--- src/rtl/pipe_hold_ctrl.sv ---
// Pipeline hold/flush controller: merges stall requests into one hold_flag level,
// forwards jumps, stretches the post-jump flush and watches for runaway bus stalls.
module pipe_hold_ctrl #(
  parameter int FLUSH_CYCLES = 1,
  parameter int HOLD_TIMEOUT = 255,
  parameter int CNT_W        = 8
) (
  input  logic        clk_i,
  input  logic        rst_i,
  input  logic        jump_i,
  input  logic [31:0] jump_addr_i,
  input  logic        hold_ex_i,
  input  logic        hold_bus_i,
  input  logic        hold_clint_i,
  output logic [2:0]  hold_flag_o,
  output logic        jump_o,
  output logic [31:0] jump_addr_o,
  output logic        flush_o,
  output logic        bus_timeout_o
);

  // Hold_Flag_Bus encoding shared with pc_reg / if_id / id_ex
  localparam logic [2:0] HOLD_NONE = 3'b000;
  localparam logic [2:0] HOLD_PC   = 3'b001;
  localparam logic [2:0] HOLD_ID   = 3'b011;

  localparam logic [CNT_W-1:0] FLUSH_LOAD  = CNT_W'(FLUSH_CYCLES);
  localparam logic [CNT_W-1:0] TIMEOUT_VAL = CNT_W'(HOLD_TIMEOUT);
  localparam logic [CNT_W-1:0] CNT_ONE     = CNT_W'(1);

  typedef enum logic [1:0] {
    ST_RUN,
    ST_FLUSH,
    ST_BUS_WAIT
  } state_t;

  state_t           state, state_nxt;
  logic [CNT_W-1:0] fcnt, fcnt_nxt;
  logic [CNT_W-1:0] scnt, scnt_nxt;

  logic [2:0] req_level;
  logic [2:0] flush_level;
  logic       timeout_hit;

  always_ff @(posedge clk_i) begin
    // NOTE: state registers use non-blocking assignments so every flop samples
    // the pre-edge values; blocking here would create order-dependent races.
    if (rst_i) begin
      state <= ST_RUN;
      fcnt  <= '0;
      scnt  <= '0;
    end else begin
      state <= state_nxt;
      fcnt  <= fcnt_nxt;
      scnt  <= scnt_nxt;
    end
  end

  always_comb begin
    // NOTE: every output of this block is defaulted first; a branch that left
    // one unassigned would infer a latch.
    state_nxt = state;
    fcnt_nxt  = fcnt;
    scnt_nxt  = scnt;

    if (jump_i && (FLUSH_CYCLES > 0)) begin
      // A jump always wins and restarts both the flush and the stall count
      state_nxt = ST_FLUSH;
      fcnt_nxt  = FLUSH_LOAD;
      scnt_nxt  = '0;
    end else begin
      case (state)
        ST_FLUSH: begin
          if (fcnt == CNT_ONE) begin
            fcnt_nxt = '0;
            if (hold_bus_i) begin
              state_nxt = ST_BUS_WAIT;
              scnt_nxt  = CNT_ONE;
            end else begin
              state_nxt = ST_RUN;
            end
          end else begin
            fcnt_nxt = fcnt - CNT_ONE;
          end
        end
        ST_RUN: begin
          if (hold_bus_i) begin
            state_nxt = ST_BUS_WAIT;
            scnt_nxt  = CNT_ONE;
          end
        end
        ST_BUS_WAIT: begin
          if (hold_bus_i) begin
            if (scnt != TIMEOUT_VAL) scnt_nxt = scnt + CNT_ONE;
          end else begin
            state_nxt = ST_RUN;
            scnt_nxt  = '0;
          end
        end
        default: begin
          state_nxt = ST_RUN;
          fcnt_nxt  = '0;
          scnt_nxt  = '0;
        end
      endcase
    end
  end

  always_comb begin
    if (jump_i || hold_ex_i || hold_clint_i) req_level = HOLD_ID;
    else if (hold_bus_i)                     req_level = HOLD_PC;
    else                                     req_level = HOLD_NONE;
  end

  assign flush_level = (state == ST_FLUSH) ? HOLD_ID : HOLD_NONE;

  // Pulse only on the edge into saturation, so a stall that stays high fires once
  assign timeout_hit = (scnt_nxt == TIMEOUT_VAL) && (scnt != TIMEOUT_VAL);

  assign hold_flag_o   = rst_i ? HOLD_NONE :
                         ((req_level > flush_level) ? req_level : flush_level);
  assign jump_o        = !rst_i && jump_i;
  assign jump_addr_o   = rst_i ? '0 : jump_addr_i;
  assign flush_o       = !rst_i && (jump_i || (state == ST_FLUSH));
  assign bus_timeout_o = !rst_i && timeout_hit;

endmodule

--- config.mk ---
export PLATFORM = sky130hd
export DESIGN_NAME = pipe_hold_ctrl
export DESIGN_NICKNAME = d
export VERILOG_FILES = /design/src/rtl/pipe_hold_ctrl.sv
export SDC_FILE = /design/constraint.sdc
export NUM_CORES = 1
export LEC_CHECK = 0
export CORE_MARGIN = 2
export CORE_UTILIZATION = 35
export CTS_CLUSTER_SIZE = 30
export DETAILED_ROUTE_END_ITERATION = 7
export PLACE_DENSITY = 0.78
export SLEW_MARGIN = 5
export SYNTH_ARGS = -nofsm -noshare
export SYNTH_HDL_FRONTEND = slang
export SYNTH_SLANG_ARGS = --single-unit
--- constraint.sdc ---
create_clock -name clk_i -period 3.9 [get_ports clk_i]
set_input_delay 0.975 -clock clk_i [delete_from_list [all_inputs] [get_ports clk_i]]
set_output_delay 0.975 -clock clk_i [all_outputs]
set_load 0.02 [all_outputs]
==> flow_summary_export.csv, run 1 <==
group,metric,value,unit
outcome,status,"finished, final reports clean",
sta,hold_violations,0,
cts,clock_latency,260,ps
cells_and_area,final_nets,307,
worst_setup_path,worstPathArrival,2710,ps
synthesis,synthFlopType,"dfxtp_1",
floorplanning,die_height,67.0,µm
drt,post_drt_wl_per_cell,13.5,µm
power,peakVddDrop,0.119,mV
cells_and_area,final_core_util,0.604,
synthesis,ys_ff_latch,18,
cts,cts_buffers,3,
cells_and_area,syn_to_final_growth,62.6,%
power,power.total,544,µW
synthesis,yosys.area_share.xor_xnor,0,
sta,slew_headroom,0.664,
sta,clock_skew,2.22,ps
power,p_leak,0.000823,µW
power,power.density,241,nW/µm²
placement,pre_cts_ws,-222,ps
synthesis,synth-seq-area-share,0.259,
drt,wl,4190,µm
drt,first_pass_iters,4,
sta,post-route-min-period,3690,ps
synthesis,synthSimpleGateAreaFrac,0.389,
drt,num_vias,1631,
sta,hold_ws,519,ps
synthesis,synth.top_cell.area_share,0.259,
global_routing,antenna_found_initial,0,
placement,dp_hpwl,3280,µm
global_routing,first_global_vias,1478,
synthesis,synth_top_family_by_area,"simple AND/OR/NAND/NOR gates",
sta,final-setup-viol-count,0,
worst_setup_path,slowest_stage,"clkdlybuf4s50_1",
worst_setup_path,reg2reg_slack,1900,ps
sta,final.setup.worst_slack,212,ps
global_routing,grt_pass1_wl,6770,µm
worst_setup_path,worst_setup_path_start_kind,"primary input",
worst_setup_path,critical_path.n_buffers_inverters,2,
drt,route.detailed.drc,0,
synthesis,synthDistinctLibCells,46,
cts,tritoncts,"yes",
worst_setup_path,end_kind,"output pin",
placement,gp_congestion,0.976,
worst_setup_path,r2r-start,"fcnt[0]$_SDFFE_PP0P_",
synthesis,ys_top_cells_by_area,"dfxtp_1 (26%), nor2b_1 (15%), a21oi_1 (5.4%)",
worst_setup_path,required,2920,ps
worst_setup_path,slowest_delay,470,ps
sta,fmax,271,MHz
synthesis,async_flop_share,0,
floorplanning,core,3740,µm²
floorplanning,ios,76,
global_routing,overflow,0,
cts,clk_pin_slew,70,ps
cells_and_area,drive_gt1_frac,0.0875,
worst_hold_path,hold_depth,1,
drt,via_per_inst,5.24,
worst_setup_path,path_cells,"clkdlybuf4s50_1 > and3b_1 > a31oi_1 > nor3_2 > o2111ai_1 > nor4b_2 > clkbuf_2",
floorplanning,initial_core_util,0.371,
cts,clk_path_buf_depth,2,
synthesis,synth_mux_area_frac,0,
synthesis,synth_top_area_cell,"dfxtp_1",
cells_and_area,diodes,0,
job,drv_cap,0,
floorplanning,dieArea,4490,µm²
worst_setup_path,crit_type,"in -> out",
synthesis,synth-edff-count,0,
cts,cts_htree_levels,1,
sta,min_period_over_period,0.946,
synthesis,syn_nets,228,
cells_and_area,n_fill_cell,351,
cts,clock-sinks,18,
drt,drtIter0Drc,138,
cts,ctsHoldBuffers,0,
synthesis,synth_compound_area_frac,0.244,
sta,tightest_slew,504,ps
global_routing,grt.total_usage,0.194,
global_routing,grt_max_degree,41,
worst_hold_path,hp-start,"fcnt[7]$_SDFFE_PP0P_",
floorplanning,num_rows,22,
drt,detail-route-antenna-nets,0,
cts,root_buffer,"clkbuf_8",
worst_setup_path,r2r_cells,7,
floorplanning,chipWidth,67.0,µm
synthesis,synth_fa_ha_area_frac,0.0450,
worst_setup_path,crit_family,"simple AND/OR/NAND/NOR gates",
synthesis,syn_inst,185,
worst_setup_path,r2r-end,"scnt[2]$_SDFF_PP0_",
worst_setup_path,path_max_fanout,6,
synthesis,syn_avg_cell_area,7.51,µm²
synthesis,syn_area,1390,µm²
synthesis,yosysWarnings,0,
sta,grt_setup_unrepaired,"no",
worst_hold_path,hold_path_class,"reg -> reg",
placement,numPortBuffers,74,
sta,final_max_slew_viol_count,0,
worst_hold_path,hold_end,"fcnt[7]$_SDFFE_PP0P_",
cells in the final DEF (no fill, tap or decap), types with 2 or more instances in the layout:
cell type / instances
nor4b_2: 2
nor2b_1: 33
clkdlybuf4s50_1: 72
nor2_1: 16
nor3_1: 7
nand2_1: 10
a21boi_0: 3
o21ai_1: 2
nand2b_1: 3
nand3_1: 6
clkbuf_8: 4
and4_1: 2
o21ai_0: 9
ha_1: 5
dfxtp_1: 18
nand4_1: 2
o22ai_1: 2
buf_4: 11
a311oi_1: 3
nor3b_1: 2
a21oi_1: 15
and2_1: 3
and3_1: 2
inv_1: 6
a31oi_1: 3
synthesized netlist by cell type, types with 2 or more instances:
| master | count |
|---|---|
| a21boi_0 | 3 |
| a21oi_1 | 15 |
| a311oi_1 | 3 |
| a31oi_1 | 3 |
| and2_1 | 3 |
| and3_1 | 2 |
| and4_1 | 2 |
| buf_4 | 5 |
| clkbuf_1 | 4 |
| dfxtp_1 | 18 |
| ha_1 | 5 |
| inv_1 | 6 |
| nand2_1 | 10 |
| nand2b_1 | 3 |
| nand3_1 | 6 |
| nand4_1 | 2 |
| nor2_1 | 16 |
| nor2b_1 | 33 |
| nor3_1 | 7 |
| nor3b_1 | 2 |
| nor4b_2 | 2 |
| o21ai_0 | 9 |
| o21ai_1 | 2 |
| o22ai_1 | 2 |
state kept, by name (all words and copies together), names as in the netlist:
name / flops
fcnt: 8
scnt: 8
state: 2
through the flow:
step                cells  setup TNS (ps)  cell area, µm²
floorplan             185               0            1390
global placement      307            -230            2210
detailed placement    307            -294            2210
CTS                   311               0            2260
global route          311               0            2260
finish                311               0            2260
repair_timing:
item,4_1_cts,5_1_grt
gates resized for setup,2,3
endpoints found under the setup margin,2,1
setup buffers,0,0
cell families (layout without fill, tap and decap cells):
| family | count (synthesis) | after routing |
|---|---|---|
| simple gates | 93 | 93 |
| compound gates | 51 | 51 |
| flops | 18 | 18 |
| buf+inv | 17 | 95 |
| fa+ha+maj | 5 | 5 |
| other cells | 1 | 1 |
where the power goes:
group	switching, µW	internal (µW)
registers	7.35	189
logic	86.3	101
clock network	70.7	89.9
cell type report:
type / count / area [µm²] / share of cell area
Multi-Input combinational cell: 150 / 946 / 0.418
Timing Repair Buffer: 85 / 817 / 0.361
Sequential cell: 18 / 360 / 0.159
Clock buffer: 4 / 55.1 / 0.0243
Inverter: 6 / 22.5 / 0.00996
Tap cell: 48 / 60.1 / 0.0266
routing by layer:
layer,vias up,GRT usage,wire (µm)
met5,-,0,0
met1,725,0.230,1720
met2,80,0.330,1960
li1,817,-,-
met3,9,0.0642,437
met4,0,0.0561,65
worst max path at each step:
stage	endpoint	from	slack (ps)	cells after the start
floorplan	bus_timeout_o	hold_bus_i	600	7
finish	bus_timeout_o	hold_bus_i	210	7
CTS	bus_timeout_o	hold_bus_i	70	7
detailed placement	bus_timeout_o	hold_bus_i	-220	7
global placement	bus_timeout_o	hold_bus_i	-190	7
global route	hold_flag_o[0]	jump_i	90	6
Note: power is estimated with default switching activity, not from simulation.
==> run 2: changes to the inputs <==
- TNS_END_PERCENT: not set -> 20
==> results of run 2 <==
Same layout as run 1: the final DEF is identical, and so are final timing and power.
